## config.mk

```make
export PLATFORM = sky130hd
export DESIGN_NAME = writeback_sequencer
export DESIGN_NICKNAME = d
export VERILOG_FILES = /design/src/rtl/writeback_sequencer.sv
export SDC_FILE = /design/constraint.sdc
export NUM_CORES = 1
export LEC_CHECK = 0
export BUFFER_PORTS_ARGS = -buffer_cell sky130_fd_sc_hd__buf_2
export CORE_MARGIN = 5
export CORE_UTILIZATION = 35
export CTS_CLUSTER_DIAMETER = 60
export DETAILED_ROUTE_END_ITERATION = 10
export GPL_TIMING_DRIVEN = 0
export MAX_ROUTING_LAYER = met4
export PLACE_DENSITY = 0.5
export SETUP_SLACK_MARGIN = 0.3
export SYNTH_ARGS = -nofsm -noshare
export SYNTH_HDL_FRONTEND = slang
export SYNTH_SLANG_ARGS = --single-unit
```

## constraint.sdc

```tcl
create_clock -name clk -period 7 [get_ports clk]
set_input_delay 2.1 -clock clk [delete_from_list [all_inputs] [get_ports clk]]
set_output_delay 2.1 -clock clk [all_outputs]
set_load 0.005 [all_outputs]
```

## src/rtl/writeback_sequencer.sv

```systemverilog
// Write-back sequencer: queues MEM/WB vector results and drains them onto the
// shared register-file write port, one lane per cycle, in ascending lane order.
module writeback_sequencer #(
    parameter int         WIDTH    = 16,
    parameter int         DEPTH    = 2,
    parameter logic [3:0] NULL_REG = 4'd0
) (
    input  logic             clk,
    input  logic             rst,
    input  logic             valid_in,
    output logic             ready_out,
    input  logic             regWrite_in,
    input  logic [3:0]       rd_in,
    input  logic [3:0]       laneMask_in,
    input  logic [WIDTH-1:0] lane0_in,
    input  logic [WIDTH-1:0] lane1_in,
    input  logic [WIDTH-1:0] lane2_in,
    input  logic [WIDTH-1:0] lane3_in,
    output logic             regWriteWB,
    output logic [WIDTH-1:0] resultWB,
    output logic [3:0]       RdestW0,
    output logic [3:0]       RdestW1,
    output logic [3:0]       RdestW2,
    output logic [3:0]       RdestW3,
    output logic             busy
);

    localparam int          AW       = (DEPTH > 1) ? $clog2(DEPTH) : 1;
    localparam logic [AW:0] FULL_CNT = (AW + 1)'(DEPTH);

    typedef enum logic {
        IDLE,
        WRITE
    } state_t;

    function automatic logic [1:0] lowest_lane(input logic [3:0] m);
        logic [1:0] idx;
        idx = 2'd0;
        for (int i = 3; i >= 0; i--) begin
            if (m[i]) idx = 2'(i);
        end
        return idx;
    endfunction

    logic [3:0]       rd_mem   [DEPTH];
    logic [3:0]       mask_mem [DEPTH];
    logic [WIDTH-1:0] lane_mem [DEPTH][4];

    logic [AW-1:0]    wr_ptr_q, wr_ptr_d;
    logic [AW-1:0]    rd_ptr_q, rd_ptr_d;
    logic [AW:0]      count_q, count_d;
    state_t           state_q, state_d;
    logic [3:0]       rem_q, rem_d;
    logic             reg_write_q, reg_write_d;
    logic [WIDTH-1:0] result_q, result_d;
    logic [3:0]       rdest_q [4];
    logic [3:0]       rdest_d [4];

    logic             push;
    logic             pop;
    logic             emit;
    logic [3:0]       head_mask;
    logic [3:0]       head_rd;
    logic [3:0]       cur_mask;
    logic [3:0]       rem_next;
    logic [1:0]       cur_lane;

    // Entries that would never write anything are consumed without being stored.
    assign ready_out = (count_q != FULL_CNT);
    assign push      = valid_in && ready_out && regWrite_in &&
                       (laneMask_in != 4'd0) && (rd_in != NULL_REG);

    assign head_mask = mask_mem[rd_ptr_q];
    assign head_rd   = rd_mem[rd_ptr_q];
    assign emit      = (count_q != '0);

    // rem_q holds the not-yet-written lanes of the head; zero means a fresh head.
    assign cur_mask  = (rem_q != 4'd0) ? rem_q : head_mask;
    assign cur_lane  = lowest_lane(cur_mask);
    assign rem_next  = cur_mask & ~(4'b0001 << cur_lane);
    assign pop       = emit && (rem_next == 4'd0);

    always_comb begin
        state_d     = state_q;
        wr_ptr_d    = wr_ptr_q;
        rd_ptr_d    = rd_ptr_q;
        count_d     = count_q;
        rem_d       = rem_q;
        reg_write_d = 1'b0;
        result_d    = result_q;
        for (int k = 0; k < 4; k++) begin
            rdest_d[k] = NULL_REG;
        end

        if (push) wr_ptr_d = wr_ptr_q + 1'b1;
        if (pop)  rd_ptr_d = rd_ptr_q + 1'b1;

        case ({push, pop})
            2'b10:   count_d = count_q + 1'b1;
            2'b01:   count_d = count_q - 1'b1;
            default: count_d = count_q;
        endcase

        case (state_q)
            IDLE:    if (emit) state_d = WRITE;
            WRITE:   if (!emit) state_d = IDLE;
            default: state_d = IDLE;
        endcase

        // The next entry's first lane follows the last lane of the previous one directly.
        if (emit) begin
            reg_write_d       = 1'b1;
            result_d          = lane_mem[rd_ptr_q][cur_lane];
            rdest_d[cur_lane] = head_rd;
            rem_d             = rem_next;
        end
    end

    always_ff @(posedge clk) begin
        if (!rst) begin
            state_q     <= IDLE;
            wr_ptr_q    <= '0;
            rd_ptr_q    <= '0;
            count_q     <= '0;
            rem_q       <= 4'd0;
            reg_write_q <= 1'b0;
            result_q    <= '0;
            for (int k = 0; k < 4; k++) begin
                rdest_q[k] <= NULL_REG;
            end
        end else begin
            state_q     <= state_d;
            wr_ptr_q    <= wr_ptr_d;
            rd_ptr_q    <= rd_ptr_d;
            count_q     <= count_d;
            rem_q       <= rem_d;
            reg_write_q <= reg_write_d;
            result_q    <= result_d;
            for (int k = 0; k < 4; k++) begin
                rdest_q[k] <= rdest_d[k];
            end
        end
    end

    // Payload storage carries no reset; occupancy is tracked by count_q alone.
    always_ff @(posedge clk) begin
        if (push) begin
            rd_mem[wr_ptr_q]      <= rd_in;
            mask_mem[wr_ptr_q]    <= laneMask_in;
            lane_mem[wr_ptr_q][0] <= lane0_in;
            lane_mem[wr_ptr_q][1] <= lane1_in;
            lane_mem[wr_ptr_q][2] <= lane2_in;
            lane_mem[wr_ptr_q][3] <= lane3_in;
        end
    end

    assign regWriteWB = reg_write_q;
    assign resultWB   = result_q;
    assign RdestW0    = rdest_q[0];
    assign RdestW1    = rdest_q[1];
    assign RdestW2    = rdest_q[2];
    assign RdestW3    = rdest_q[3];
    assign busy       = (count_q != '0) || (state_q == WRITE);

endmodule

```

=== Word-level counts from Yosys, hierarchy flattened ===
Memories as Yosys holds them, arrays and structs flattened. A register that Yosys moved wholly into a read port is not among the register bits.
Cells that the tools add are included.

* Bits of input ports: 76
* Word-level logic and storage cells: 68
* Memories kept: 4
* Output and inout port bits: 35
* Memory bits (writable): 160
* Register bits after elaboration: 25

* Reduce and logical (&&, ||, !) cells: 13
* Shift operators: 1
* Bitwise gates (word level): 8
* Add/subtract/negate cells: 4
* Eq/ne operators: 3
* $lt $le $gt $ge: 2
* Mux-type cells: 27

{| class="wikitable"
|+ Memory list
! name !! words !! width !! rd ports !! clocked after memory_dff !! write ports !! line !! RTL
|-
| lane_mem || 2 || 64 || 1 || 1 || 1 || 47 || <nowiki>logic [WIDTH-1:0] lane_mem [DEPTH][4];</nowiki>
|-
| rdest_q || 4 || 4 || 4 || 0 || 4 || 56 || <nowiki>logic [3:0] rdest_q [4];</nowiki>
|-
| mask_mem || 2 || 4 || 1 || 1 || 1 || 46 || <nowiki>logic [3:0] mask_mem [DEPTH];</nowiki>
|-
| rd_mem || 2 || 4 || 1 || 1 || 1 || 45 || <nowiki>logic [3:0] rd_mem [DEPTH];</nowiki>
|}

{| class="wikitable"
|+ Operators by type and width
! cell !! number
|-
| 2-to-1 mux 16 bit || 3
|-
| binary-select mux 16 bit (select 2 bit) || 1
|-
| 2-to-1 mux 4 bit || 6
|-
| AND 16 bit || 1
|-
| nonzero test 4 bit || 3
|-
| 2-to-1 mux 1 bit || 11
|-
| demux 4 bit (select 2 bit) || 1
|-
| 2-to-1 mux 2 bit || 4
|-
| logical AND 1 bit || 6
|-
| AND 4 bit || 1
|-
| zero test 4 bit || 1
|-
| inverter 4 bit || 1
|-
| OR 1 bit || 4
|-
| one-hot mux 2 bit (2 select lines) || 1
|-
| nonzero test 2 bit || 2
|-
| left shift 1 x 2 -> 4 bit (first input constant) || 1
|-
| greater-or-equal comparator 3 bit (second input constant) || 1
|-
| < comparator 3 x 1 -> 1 bit (second input constant) || 1
|-
| inverter 2 -> 3 bit || 1
|-
| adder 1 bit (second input constant) || 2
|-
| adder 2 x 1 -> 2 bit (second input constant) || 1
|-
| equality test 2 x 1 -> 1 bit (second input constant) || 1
|-
| equality test 2 bit (second input constant) || 1
|-
| inequality test 2 bit (second input constant) || 1
|-
| other kinds (2) || 2
|}

=== Logic depth before layout (Yosys ltp) ===
Gate-level depths: netlist of run 1.

* Word-level depth: 14
* Gate-level depth with buffers: 10
* Depth with buffers taken out: 8

=== Worst setup path after synthesis of run 1 ===
No wires, ideal clock.

* Kind: input port to flip-flop
* Start: input port laneMask_in[3]
* End: memory lane_mem[0][0] in the netlist's numbering, enable pin
* Setup time: 0.502 ns
* Cell stages on the path: 4
* Arrival: 5.640 ns
* Setup slack: 0.857 ns
* Path buffers: 1
* Cell sequence: nor4_1 > or3_1 > clkbuf_1 > nor2_1

* Cells in the longest elaborated chain, start to end: 5

{| class="wikitable"
|+ Ends and longest elaborated chain
! what !! line !! RTL
|-
| from (decl) || 14 || <nowiki>input logic [3:0] laneMask_in,</nowiki>
|-
| nonzero test 4 bit || 71 || <nowiki>(laneMask_in != 4'd0) && (rd_in != NULL_REG);</nowiki>
|-
| logical AND 1 bit || 70 || <nowiki>assign push = valid_in && ready_out && regWrite_in &&</nowiki>
|-
| logical AND 1 bit || 71 ||
|-
| 2-to-1 mux 1 bit || 147 || <nowiki>if (push) begin</nowiki>
|-
| 2-to-1 mux 1 bit (implied by the code) || 153 || <nowiki>lane_mem[wr_ptr_q][3] <= lane3_in;</nowiki>
|-
| to (decl) || 47 ||
|}

No other way between the ends.

=== Worst setup path after layout of run 1 ===
* Start: input port laneMask_in[1]
* End: register count_q[1]

* Cells in the longest elaborated chain, start to end: 5
* Elaborated cells on any way between the ends: 7
* Those cells by class: 2 x eq/ne; 1 x mux; 4 x reduce/logical

{| class="wikitable"
|+ Ends and longest elaborated chain
! what !! line !! RTL
|-
| nonzero test 4 bit (*) || 71 ||
|-
| logical AND 1 bit (*) || 70 ||
|-
| logical AND 1 bit (*) || 71 ||
|-
| equality test 2 x 1 -> 1 bit / equality test 2 bit (equally long branches) || 98 || <nowiki>case ({push, pop})</nowiki>
|-
| one-hot mux 2 bit (2 select lines) / nonzero test 2 bit (equally long branches) || - ||
|-
| to (signal assigned) || 135 || <nowiki>count_q <= count_d;</nowiki>
|-
| to (decl) || 51 || <nowiki>logic [AW:0] count_q, count_d;</nowiki>
|}

Mark *: on every way between the ends. The rest lies on a longest branch, timed or not.
A chain may end at the register's enable or synchronous reset.

==> flow_summary_export.csv, run 1 <==
group,metric,value,unit
worst_setup_path,worstRegToRegCells,9,
global_routing,grt_pass1_wl,24.98,mm
sta,layout_min_cycle_time,3.700,ns
logic_synthesis,syn_nets,499,
global_routing,grt_overflow,0,
global_routing,grt_max_degree,32,
clock_network,cts_inserted_buffers,17,
placement,dpl.hpwl,11.30,mm
layout,layout.cells.most_common,"edfxtp_1",
detailed_routing,routed_wirelength,16.17,mm
worst_setup_path,required,7.35,ns
worst_setup_path,critPathMaxFanout,4,
pwr,p_clk_share,27.9,%
status,run_status,"finished, final reports clean",
detailed_routing,wire_per_inst,19.29,µm
clock_network,max_clock_buf_depth,2,
sta,slew_viol_final,0,
logic_synthesis,synth_top_flop_cell,"edfxtp_1",
worst_setup_path,endpoint_of_the_worst_register_to_register_path,"count_q[1]$_SDFFE_PN0P_",
layout,syn_to_final_growth,22.49,%
clock_network,cts.sink_count,186,
detailed_routing,detailedRoute.firstPassIterationCount,6,
worst_hold_path,whs_path_depth,2,
sta,finalClockSkew,0.006247,ns
logic_synthesis,mappedNetlistArea,7059,µm²
logic_synthesis,ys_ff_latch,186,
logic_synthesis,ys_seq_area_share,73.17,%
floorplanning,core,20040,µm²
sta,transition_time_of_the_tightest_slew_check_pin,1.010,ns
clock_network,cts-hold-fix-buffers,0,
layout,layout.filler_cells,1877,
pwr,power_density_cells,398.3,nW/µm²
placement,place.port_buffers,109,
clock_network,clk_slew_on_worst_s_h_paths,0.07,ns
pwr,switching_share,32.86,%
sta,final_min_period_over_clock_period,52.85,%
logic_synthesis,syn-instance-count,422,
clock_network,cts_tree,"built",
worst_setup_path,crit_type,"in -> reg",
layout,final_core_utilization,43.15,%
floorplanning,dieArea,23110,µm²
clock_network,cts_root_buf,"clkbuf_16",
floorplanning,i_o_pins,111,
clock_network,post-cts-setup-buffer-count,0,
floorplanning,std_cell_rows,52,
logic_synthesis,ys_warn_count,0,
worst_hold_path,hold_class,"reg -> reg",
pwr,power.share.combinational,32.0,%
pwr,cell_internal_pwr,0.002312,W
layout,area.sequential,5165,µm²
detailed_routing,postRouteAntennaNets,0,
layout,multiInputGateArea,1777,µm²
worst_hold_path,min-delay-start,"rd_ptr_q$_SDFFE_PN0P_",
global_routing,vias_in_the_first_global_route,4396,
global_routing,globalRouteTotalUtil,14.50,%
pwr,net-switching-power,0.001132,W
floorplanning,fp.dieW,152.0,µm
global_routing,global_route.usage.met1,17.67,%
clock_network,worstSkewPairLatency,0.42,ns
layout,mostFrequentLayoutCells,"edfxtp_1, buf_2, mux2i_1, dfxtp_1, nor2_1",
clock_network,cts-resized-gates,0,
pwr,power_frac_seq,40.1,%
layout,nets,631,
clock_network,h-tree-depth,4,
logic_synthesis,async_flop_share,0,%
pwr,max-vdd-ir-drop,0.1970,mV
detailed_routing,drt-vias-per-instance,4.913,
logic_synthesis,synthDistinctLibCells,47,
layout,post_route_cells_drive_above_1_share,31.75,%
detailed_routing,number_of_vias_after_detailed_routing,4117,
global_routing,grt_use_met2,23.81,%
worst_setup_path,ff2ff_setup_slack,4.42,ns
sta,finalSetupViolCount,0,
sta,slew_headroom,32.67,%
global_routing,grt_antenna_before_repair,1,
flow_run,max-cap-violations,0,
sta,peak_clock_frequency_supported_by_timing,270.3,MHz
worst_hold_path,worst_hold_path.endpoint,"rd_ptr_q$_SDFFE_PN0P_",
logic_synthesis,synth_area_per_cell,16.73,µm²
sta,final_hold_viol_count,0,
logic_synthesis,synth-edff-count,144,
worst_setup_path,cp-start-kind,"primary input",
detailed_routing,remaining_drc_errors,0,
placement,routabilityCongestion,0.7450,
global_routing,grt.busiest_layer,"met2",
worst_setup_path,worst_setup_path_end_kind,"flop",
worst_setup_path,worstSetupStartpoint,"laneMask_in[1]",
detailed_routing,drt-initial-drc-count,188,
floorplanning,die_height,152.0,µm
pwr,leakage,3.001,nW
worst_setup_path,data_arrival_time_of_the_worst_path,4.05,ns
sta,setup_repair_after_global_routing_missed_its_margin,"no",
global_routing,met3_track_demand_over_resource_in_global_routing,3.413,%
floorplanning,floorplan.initialDensity,35.23,%
pwr,totalPowerFinal,0.003444,W
==> cell families (layout without fill, tap and decap cells) <==
group	Yosys count	count (layout)	synth area share (%)
DFF	186	186	73.17
muxes	75	75	10.78
AOI/OAI and AO/OA	69	69	8.916
and+or+nand+nor	61	61	4.715
buffers and inverters	27	172	1.879
xor gates and xnor gates	3	3	0.3723
adders and majority gates	1	1	0.1772
other	0	1	0
==> registers in the layout, summed over array words and instances (netlist names), named ones only <==
name / count
lane_mem: 128
rdest_q: 16
resultWB: 16
mask_mem: 8
rd_mem: 8
rem_q: 4
count_q: 2
rd_ptr_q: 1
regWriteWB: 1
wr_ptr_q: 1
==> synth_stat cells, types with 2 or more instances <==
cell,number,area share [%]
xnor2_1,3,0.37
or3_1,4,0.35
o221a_1,9,1.4
buf_6,2,0.32
nor2b_1,3,0.27
o21ai_0,2,0.14
or2_2,2,0.18
mux2_2,8,1.3
o221ai_1,16,2.0
nand2_1,7,0.37
mux2i_1,67,9.5
a221oi_1,14,1.7
or3b_1,2,0.25
nor3_1,2,0.14
nor4_1,2,0.18
a221oi_2,2,0.43
dfxtp_1,42,12
o211ai_1,2,0.21
edfxtp_1,144,61
buf_4,3,0.32
nor2_1,25,1.3
nand2b_1,3,0.27
a21oi_1,7,0.50
and2_1,3,0.27
clkbuf_1,17,0.90
buf_2,4,0.28
o221a_2,7,1.1
==> worst max path at each step <==
| stage | end | slack, ns | cells after the start |
|---|---|---|---|
| 2_1_floorplan | lane_mem[0][0]$_DFFE_PP_ | 0.86 | 4 |
| 3_3_place_gp | lane_mem[0][4]$_DFFE_PP_ | -1.25 | 5 |
| 3_5_place_dp | lane_mem[1][4]$_DFFE_PP_ | 2.87 | 6 |
| 4_1_cts | lane_mem[1][24]$_DFFE_PP_ | 3.31 | 6 |
| 5_1_grt | lane_mem[1][24]$_DFFE_PP_ | 3.21 | 6 |
| 6_report | count_q[1]$_SDFFE_PN0P_ | 3.30 | 7 |
==> cell type report <==
cell class / count / share of cell area (%)
clock inverter: 13 / 1.433
multi-input combinational: 209 / 20.55
clock buffer: 19 / 5.498
tap: 270 / 3.907
inverter: 1 / 0.04341
sequential: 186 / 59.73
buffer: 26 / 1.490
antenna: 1 / 0.02894
timing repair buffer: 113 / 7.322
==> per-stage QoR <==
step	setup WS [ns]	std cells	hold WS, ns	cell area [µm²]	setup TNS [ns]
6_report	3.300	838	0.4922	8647	0
5_1_grt	3.213	838	0.5253	8647	0
4_1_cts	3.312	837	0.5003	8645	0
3_5_place_dp	2.865	805	0.4864	8045	0
3_3_place_gp	-1.254	801	0.4613	7943	-179.61
2_1_floorplan	0.8573	422	0.4516	7059	0
==> power groups by stage <==
stage          clock, W  combinational, W  sequential, W
2_1_floorplan         0          0.000735        0.00140
3_3_place_gp          0           0.00110        0.00141
3_5_place_dp          0           0.00112        0.00141
4_1_cts        0.000982           0.00113        0.00138
5_1_grt         0.00103           0.00121        0.00139
6_report       0.000962           0.00110        0.00138
==> critical path: stages <==
cell and delay, ns:
buf_2 0.11, nor4_1 0.48, or3_1 0.19, clkbuf_1 0.32, ha_1 0.34, or3_1 0.35, a21boi_0 0.16
==> layer usage <==
| metal | vias to the layer above | wire length (µm) |
|---|---|---|
| li1 | 1946 | - |
| met5 | - | 0 |
| met2 | 105 | 8208 |
| met1 | 2043 | 6846 |
| met3 | 23 | 787 |
| met4 | 0 | 326 |
Note: power is estimated with default switching activity, not from simulation.
==> inputs of run 2 (changes only) <==
clock period = 3.7 ns   (was 7 ns; I/O delays follow)
==> run 2 against run 1 <==
Net effect: via count shrank 0.27%; routed wire length grew 1.0%; count of clock-buffer cells in the layout grew 3; sequential power grew 89%; worst hold slack lost 0.0089 ns; die area is the same; critical path depth is the same; power grew 90%; register-to-register slack lost 3.5 ns; first-iteration DRC count grew 24%; combinational power grew 91%; global-route usage grew 0.16 points.
==> flow_summary_export.csv, run 2 (same netlist as run 1, synthesis figures left out) <==
group,metric,value,unit
worst_setup_path,required,3.82,ns
sta,finalHoldWorstSlack,0.4833,ns
layout,mostFrequentLayoutCells,"edfxtp_1, buf_2, mux2i_1, dfxtp_1, nor2_1",
worst_hold_path,whs_path_depth,2,
layout,largest_register_ffs,128,
worst_setup_path,r2r_start,"count_q[0]$_SDFFE_PN0P_",
global_routing,grt_pass1_wl,25.29,mm
layout,post-route-cell-area,8661,µm²
clock_network,post-cts-setup-buffer-count,0,
global_routing,vias_in_the_first_global_route,4444,
floorplanning,die_height,152.0,µm
floorplanning,fp.dieW,152.0,µm
detailed_routing,remaining_drc_errors,0,
clock_network,cts-hold-fix-buffers,0,
detailed_routing,top_signal_layer_used,"met4",
worst_setup_path,worstRegToRegCells,7,
global_routing,globalRouteTotalUtil,14.66,%
layout,layout.cells.most_common,"edfxtp_1",
sta,transition_time_of_the_tightest_slew_check_pin,0.9513,ns
detailed_routing,total_met2_wirelength_after_detailed_routing,8.519,mm
sta,finalSetupViolCount,0,
sta,final_min_period_over_clock_period,80.77,%
placement,detailed_place.area,8053,µm²
detailed_routing,postRouteAntennaNets,0,
status,run_status,"finished, final reports clean",
flow_run,max-cap-violations,0,
placement,place.port_buffers,109,
worst_hold_path,min-delay-start,"rd_ptr_q$_SDFFE_PN0P_",
sta,final_hold_viol_count,0,
clock_network,cts_tree,"built",
floorplanning,i_o_pins,111,
worst_setup_path,crit_type,"in -> reg",
layout,nets,631,
worst_setup_path,worst_setup_path_end_kind,"flop",
clock_network,max_clock_buf_depth,2,
clock_network,cts.sink_count,186,
global_routing,grt_antenna_before_repair,0,
clock_network,cts_inserted_buffers,17,
layout,register_containing_the_most_flip_flops_in_the_final_layout,"lane_mem",
clock_network,worstSkewPairLatency,0.42,ns
layout,post_route_cells_drive_above_1_share,31.75,%
detailed_routing,wl_met3,639,µm
pwr,net-switching-power,0.002144,W
detailed_routing,drt-initial-drc-count,234,
worst_setup_path,worstPathBufferInverterCount,4,
worst_setup_path,critPathMaxFanout,27,
detailed_routing,routed_wirelength,16.33,mm
worst_setup_path,cp-start-kind,"primary input",
worst_setup_path,worst_path_dominant_cell_family,"simple AND/OR/NAND/NOR gates",
global_routing,grt_max_degree,28,
worst_hold_path,hold_class,"reg -> reg",
layout,syn_to_final_growth,22.69,%
placement,dpl.hpwl,11.38,mm
floorplanning,floorplan.initialDensity,35.23,%
pwr,power_frac_seq,39.9,%
sta,peak_clock_frequency_supported_by_timing,334.6,MHz
sta,layout_min_cycle_time,2.989,ns
worst_setup_path,data_arrival_time_of_the_worst_path,3.11,ns
clock_network,cts_root_buf,"clkbuf_16",
layout,layout.filler_cells,1880,
sta,setup_repair_after_global_routing_missed_its_margin,"no",
worst_setup_path,delay_of_the_slowest_cell_on_the_worst_path,0.76,ns
pwr,switching_share,32.76,%
pwr,max-vdd-ir-drop,0.3259,mV
sta,slew_viol_final,0,
floorplanning,std_cell_rows,52,
worst_setup_path,endpoint_of_the_worst_register_to_register_path,"lane_mem[1][38]$_DFFE_PP_",
pwr,power.share.combinational,32.1,%
detailed_routing,number_of_vias_after_detailed_routing,4106,
sta,slew_headroom,36.43,%
detailed_routing,detailedRoute.firstPassIterationCount,4,
worst_setup_path,cell_with_the_biggest_individual_delay_on_the_critical_path,"nor2_4",
pwr,cell_internal_pwr,0.004401,W
worst_setup_path,critical_path.cell_chain,"buf_2 -> nor4_1 -> or3_1 -> clkbuf_1 -> nor2_4 -> buf_16 -> buf_12",
pwr,p_clk_share,27.9,%
clock_network,cts-resized-gates,0,
floorplanning,core,20040,µm²
pwr,leakage,3.013,nW
pwr,power_density_cells,755.8,nW/µm²
detailed_routing,wire_per_inst,19.51,µm
sta,finalClockSkew,0.007791,ns
detailed_routing,drt-vias-per-instance,4.906,
clock_network,h-tree-depth,4,
detailed_routing,drt-met1-wl,6.975,mm
pwr,totalPowerFinal,0.006545,W
global_routing,grt_overflow,0,
worst_setup_path,ff2ff_setup_slack,0.93,ns
placement,routabilityCongestion,0.7146,
worst_hold_path,worst_hold_path.endpoint,"rd_ptr_q$_SDFFE_PN0P_",
floorplanning,dieArea,23110,µm²
layout,antenna_cells_inserted,0,
clock_network,clk_slew_on_worst_s_h_paths,0.07,ns
[run 2: power groups by stage]
stage | Combinational [W] | Sequential, W | Clock, W
finish | 0.00210 | 0.00261 | 0.00183
global route | 0.00229 | 0.00264 | 0.00196
CTS | 0.00214 | 0.00262 | 0.00187
detailed placement | 0.00214 | 0.00266 | 0
global placement | 0.00209 | 0.00267 | 0
floorplan | 0.00139 | 0.00264 | 0
[run 2: how the worst max path moves through the flow]
stage,startpoint,to,depth (start not counted)
floorplan,laneMask_in[3],lane_mem[0][0]$_DFFE_PP_,4
global placement,laneMask_in[2],lane_mem[0][2]$_DFFE_PP_,5
detailed placement,laneMask_in[0],lane_mem[1][3]$_DFFE_PP_,7
CTS,laneMask_in[2],lane_mem[1][47]$_DFFE_PP_,7
global route,laneMask_in[1],lane_mem[0][35]$_DFFE_PP_,7
finish,laneMask_in[2],lane_mem[1][38]$_DFFE_PP_,7
[run 2: final cells by class]
type | instances | area [µm²] | area share, %
clock buffers | 22 | 539.3 | 6.227
clock inverters | 10 | 68.82 | 0.7946
plain buffers | 26 | 128.9 | 1.488
inverters | 1 | 3.754 | 0.04334
multi-input cells | 209 | 1777 | 20.51
repair buffers | 113 | 640.6 | 7.397
well taps | 270 | 337.8 | 3.901
flip-flops and latches | 186 | 5165 | 59.64
[run 2: metrics by stage]
stage | instances | TNS (ns) | setup WS, ns | util (%)
after floorplan | 422 | -36.84 | -0.2559 | -
after global placement | 801 | -232.14 | -1.618 | 39.66
after detailed placement | 805 | 0 | 0.2079 | 40.18
after CTS | 837 | 0 | 0.6610 | 43.22
after global routing | 837 | 0 | 0.5801 | 43.22
final | 837 | 0 | 0.7115 | 43.22
[run 2: per-layer routing]
layer	global-route usage [%]	up-vias
met2	24.75	97
met3	3.242	9
met5	-	-
li1	-	1947
met4	4.324	0
met1	17.72	2053
[run 2: worst register-to-register path: stages (launching register included)]
cell,delay [ns]
dfxtp_1,0.45
nand2b_1,0.16
nand3_1,0.10
or3_1,0.31
clkbuf_1,0.20
nor2_4,0.76
buf_16,0.26
buf_12,0.21
==> inputs of run 3 (changes only) <==
ABC_AREA = 1   (was unset)
PLACE_DENSITY = 0.51   (was 0.5)
clock period = 2.64 ns   (was 3.7 ns; I/O delays follow)
==> run 3 against run 2 <==
Net effect: power rose by 59%; utilization up 0.25 points; final area up 4.5%; routed wire length is 12% higher; synthesized cell count is 55% higher; area after synthesis is 4.1% higher; sequential cell count did not move; die area rose by 3.8%; non-clock buffer count rose by 17; clock skew rose by 0.0057 ns; sequential power rose by 37%; worst setup slack got worse by 0.29 ns; largest cell class unchanged.
==> flow_summary_export.csv, run 3 <==
group,metric,value,unit
detailed_routing,drt-initial-drc-count,327,
layout,post_route_cells_drive_above_1_share,26.08,%
worst_setup_path,worst_path_dominant_cell_family,"flip-flops",
floorplanning,fp.dieW,154.9,µm
worst_setup_path,ff2ff_setup_slack,0.45,ns
flow_run,max-cap-violations,0,
worst_setup_path,delay_of_the_slowest_cell_on_the_worst_path,0.34,ns
global_routing,grt_overflow,0,
placement,place.port_buffers,110,
logic_synthesis,synth_area_per_cell,11.25,µm²
worst_setup_path,worstRegToRegCells,14,
clock_network,h-tree-depth,4,
global_routing,grt_antenna_before_repair,0,
floorplanning,floorplan.initialDensity,35.29,%
worst_setup_path,worst_setup_path_end_kind,"output pin",
global_routing,global_route.usage.met1,20.17,%
detailed_routing,number_of_vias_after_detailed_routing,5088,
worst_hold_path,whs_path_depth,2,
logic_synthesis,synth_top_cell_by_area,"edfxtp_1",
global_routing,vias_in_the_first_global_route,5090,
worst_setup_path,worstPathBufferInverterCount,3,
logic_synthesis,ys_seq_area_share,70.29,%
layout,largest_register_ffs,128,
sta,finalSetupViolCount,0,
placement,dpl.hpwl,13.64,mm
sta,setup_repair_after_global_routing_missed_its_margin,"yes",
logic_synthesis,synth_area_leaders,"edfxtp_1, dfxtp_1, nand2_1, nor2_1, nand4_1",
sta,slew_headroom,55.60,%
worst_setup_path,cell_with_the_biggest_individual_delay_on_the_critical_path,"dfxtp_2",
floorplanning,i_o_pins,111,
logic_synthesis,async_flop_share,0,%
worst_setup_path,required,1.85,ns
pwr,power_density_cells,1152,nW/µm²
sta,finalClockSkew,0.01347,ns
clock_network,max_clock_buf_depth,2,
global_routing,grt_pass1_wl,27.68,mm
worst_setup_path,endpoint_of_the_worst_register_to_register_path,"count_q[1]$_SDFFE_PN0P_",
logic_synthesis,mappedNetlistArea,7348,µm²
global_routing,grt_max_degree,33,
worst_hold_path,hold_class,"reg -> reg",
global_routing,grt.busiest_layer,"met2",
floorplanning,dieArea,23990,µm²
sta,transition_time_of_the_tightest_slew_check_pin,0.6644,ns
layout,register_containing_the_most_flip_flops_in_the_final_layout,"lane_mem",
worst_hold_path,worst_hold_path.endpoint,"rem_q[2]$_SDFFE_PN0N_",
logic_synthesis,ys_warn_count,0,
worst_setup_path,data_arrival_time_of_the_worst_path,1.43,ns
layout,nets,873,
worst_setup_path,cp-start-kind,"flop",
global_routing,globalRouteTotalUtil,15.81,%
layout,layout.cells.most_common,"nand2_1",
placement,routabilityCongestion,0.8607,
clock_network,cts-hold-fix-buffers,0,
detailed_routing,drt-vias-per-instance,4.694,
logic_synthesis,synth_top_flop_cell,"edfxtp_1",
status,run_status,"finished, final reports clean",
worst_hold_path,min-delay-start,"rem_q[2]$_SDFFE_PN0N_",
sta,layout_min_cycle_time,2.221,ns
detailed_routing,remaining_drc_errors,0,
layout,final_core_utilization,43.47,%
logic_synthesis,synth-edff-count,144,
layout,antenna_cells_inserted,0,
worst_setup_path,critical_path.cell_chain,"nor2_4 -> inv_2 -> buf_8 -> or2_4 -> buf_2",
logic_synthesis,syn-instance-count,653,
detailed_routing,postRouteAntennaNets,0,
floorplanning,core,20820,µm²
clock_network,clk_slew_on_worst_s_h_paths,0.07,ns
logic_synthesis,synth.cells.most_frequent,"nand2_1, edfxtp_1, nor2_1",
detailed_routing,wire_per_inst,16.82,µm
sta,slew_viol_final,0,
sta,final_min_period_over_clock_period,84.12,%
global_routing,met3_track_demand_over_resource_in_global_routing,3.060,%
floorplanning,std_cell_rows,53,
sta,peak_clock_frequency_supported_by_timing,450.3,MHz
logic_synthesis,synthDistinctLibCells,30,
worst_setup_path,critPathMaxFanout,5,
clock_network,cts_inserted_buffers,17,
sta,final_hold_viol_count,0,
clock_network,cts_root_buf,"clkbuf_16",
layout,mostFrequentLayoutCells,"nand2_1, edfxtp_1, buf_2, nor2_1, dfxtp_1",
logic_synthesis,syn_nets,730,
logic_synthesis,synth_most_common_cell,"nand2_1",
pwr,leakage,3.635,nW
detailed_routing,detailedRoute.firstPassIterationCount,5,
detailed_routing,routed_wirelength,18.23,mm
clock_network,cts.sink_count,186,
worst_setup_path,crit_type,"reg -> out",
logic_synthesis,ys_ff_latch,186,
layout,syn_to_final_growth,23.17,%
pwr,totalPowerFinal,0.01042,W
floorplanning,die_height,154.9,µm
logic_synthesis,yosysTopAreaCellShare,58.85,%
pwr,max-vdd-ir-drop,0.4845,mV
clock_network,cts_tree,"built",
clock_network,worstSkewPairLatency,0.43,ns
global_routing,grt_use_met2,25.22,%
## run 3: cell count changes after synthesis, sizes merged, moves of 12 or more
cell	delta
nand3	+34
nor2	+71
o21ai	+21
a221oi	-16
inv	+13
buf	+12
o221a	-16
nand4	+31
mux2i	-51
o221ai	-16
nand2	+189
## run 3: timing repair
action | CTS | global route
setup buffers | 4 | 6
resized for setup | 12 | 13
setup endpoints to repair | 2 | 2
pin swaps | 1 | 5
## run 3: report_power, final
part | switching [W] | total (W) | internal, W | leakage (nW)
Sequential | 0.000122 | 0.00358 | 0.00346 | 1.66
Combinational | 0.00293 | 0.00439 | 0.00147 | 1.71
Clock | 0.00106 | 0.00245 | 0.00139 | 0.266
## run 3: metal layers
layer	part of all wire (%)	wire length (µm)
met1	45	8180
met5	0	0
met3	4.8	882
met2	48	8726
met4	2.4	442
## run 3: metrics by stage
| stage | setup TNS, ns | cell area, µm² | cells | hold slack (ns) | worst slack, ns |
|---|---|---|---|---|---|
| 2_1_floorplan | 0 | 7378 | 653 | 0.4502 | 0.01117 |
| 3_3_place_gp | -109.28 | 8273 | 1038 | 0.4765 | -0.7686 |
| 3_5_place_dp | 0 | 8353 | 1042 | 0.4843 | 0.07682 |
| 4_1_cts | 0 | 8980 | 1078 | 0.4944 | 0.2941 |
| 5_1_grt | 0 | 9051 | 1084 | 0.5250 | 0.2903 |
| 6_report | 0 | 9051 | 1084 | 0.4952 | 0.4193 |
## run 3: cells by family (layout without fill, tap and decap cells)
family          count (synthesis)  in the layout  share of synthesized area [%]
compound gates                 35             35                          2.605
xor+xnor                        1              1                         0.1192
fa+ha+maj                       1              1                         0.1702
buf+inv                        47            203                          3.150
flops                         186            186                          70.29
mux                            16             16                          2.179
simple gates                  367            367                          21.49
## run 3: worst max path at each step
stage | startpoint | end | slack [ns] | depth (start not counted)
2_1_floorplan | regWrite_in | lane_mem[0][0]$_DFFE_PP_ | 0.01 | 4
3_3_place_gp | rd_in[0] | lane_mem[0][52]$_DFFE_PP_ | -0.77 | 5
3_5_place_dp | rd_in[1] | count_q[1]$_SDFFE_PN0P_ | 0.08 | 9
4_1_cts | count_q[0]$_SDFFE_PN0P_ | busy | 0.29 | 5
5_1_grt | rem_q[1]$_SDFFE_PN0N_ | count_q[1]$_SDFFE_PN0P_ | 0.29 | 16
6_report | count_q[1]$_SDFFE_PN0P_ | busy | 0.42 | 5
## run 3: area by class of cell
class | count | area (µm²)
buffer | 32 | 185.2
tap | 275 | 344.1
sequential | 186 | 5171
fill | 2029 | 11770
multi-input combinational | 420 | 2021
clock inverter | 12 | 123.9
clock buffer | 20 | 436.7
timing repair buffer | 124 | 705.7
inverter | 15 | 63.81
## run 3: tightest hold or removal path, cell delays in order (launching register included)
cell and delay, ns:
dfxtp_1 0.30, inv_1 0.08, a211oi_1 0.07
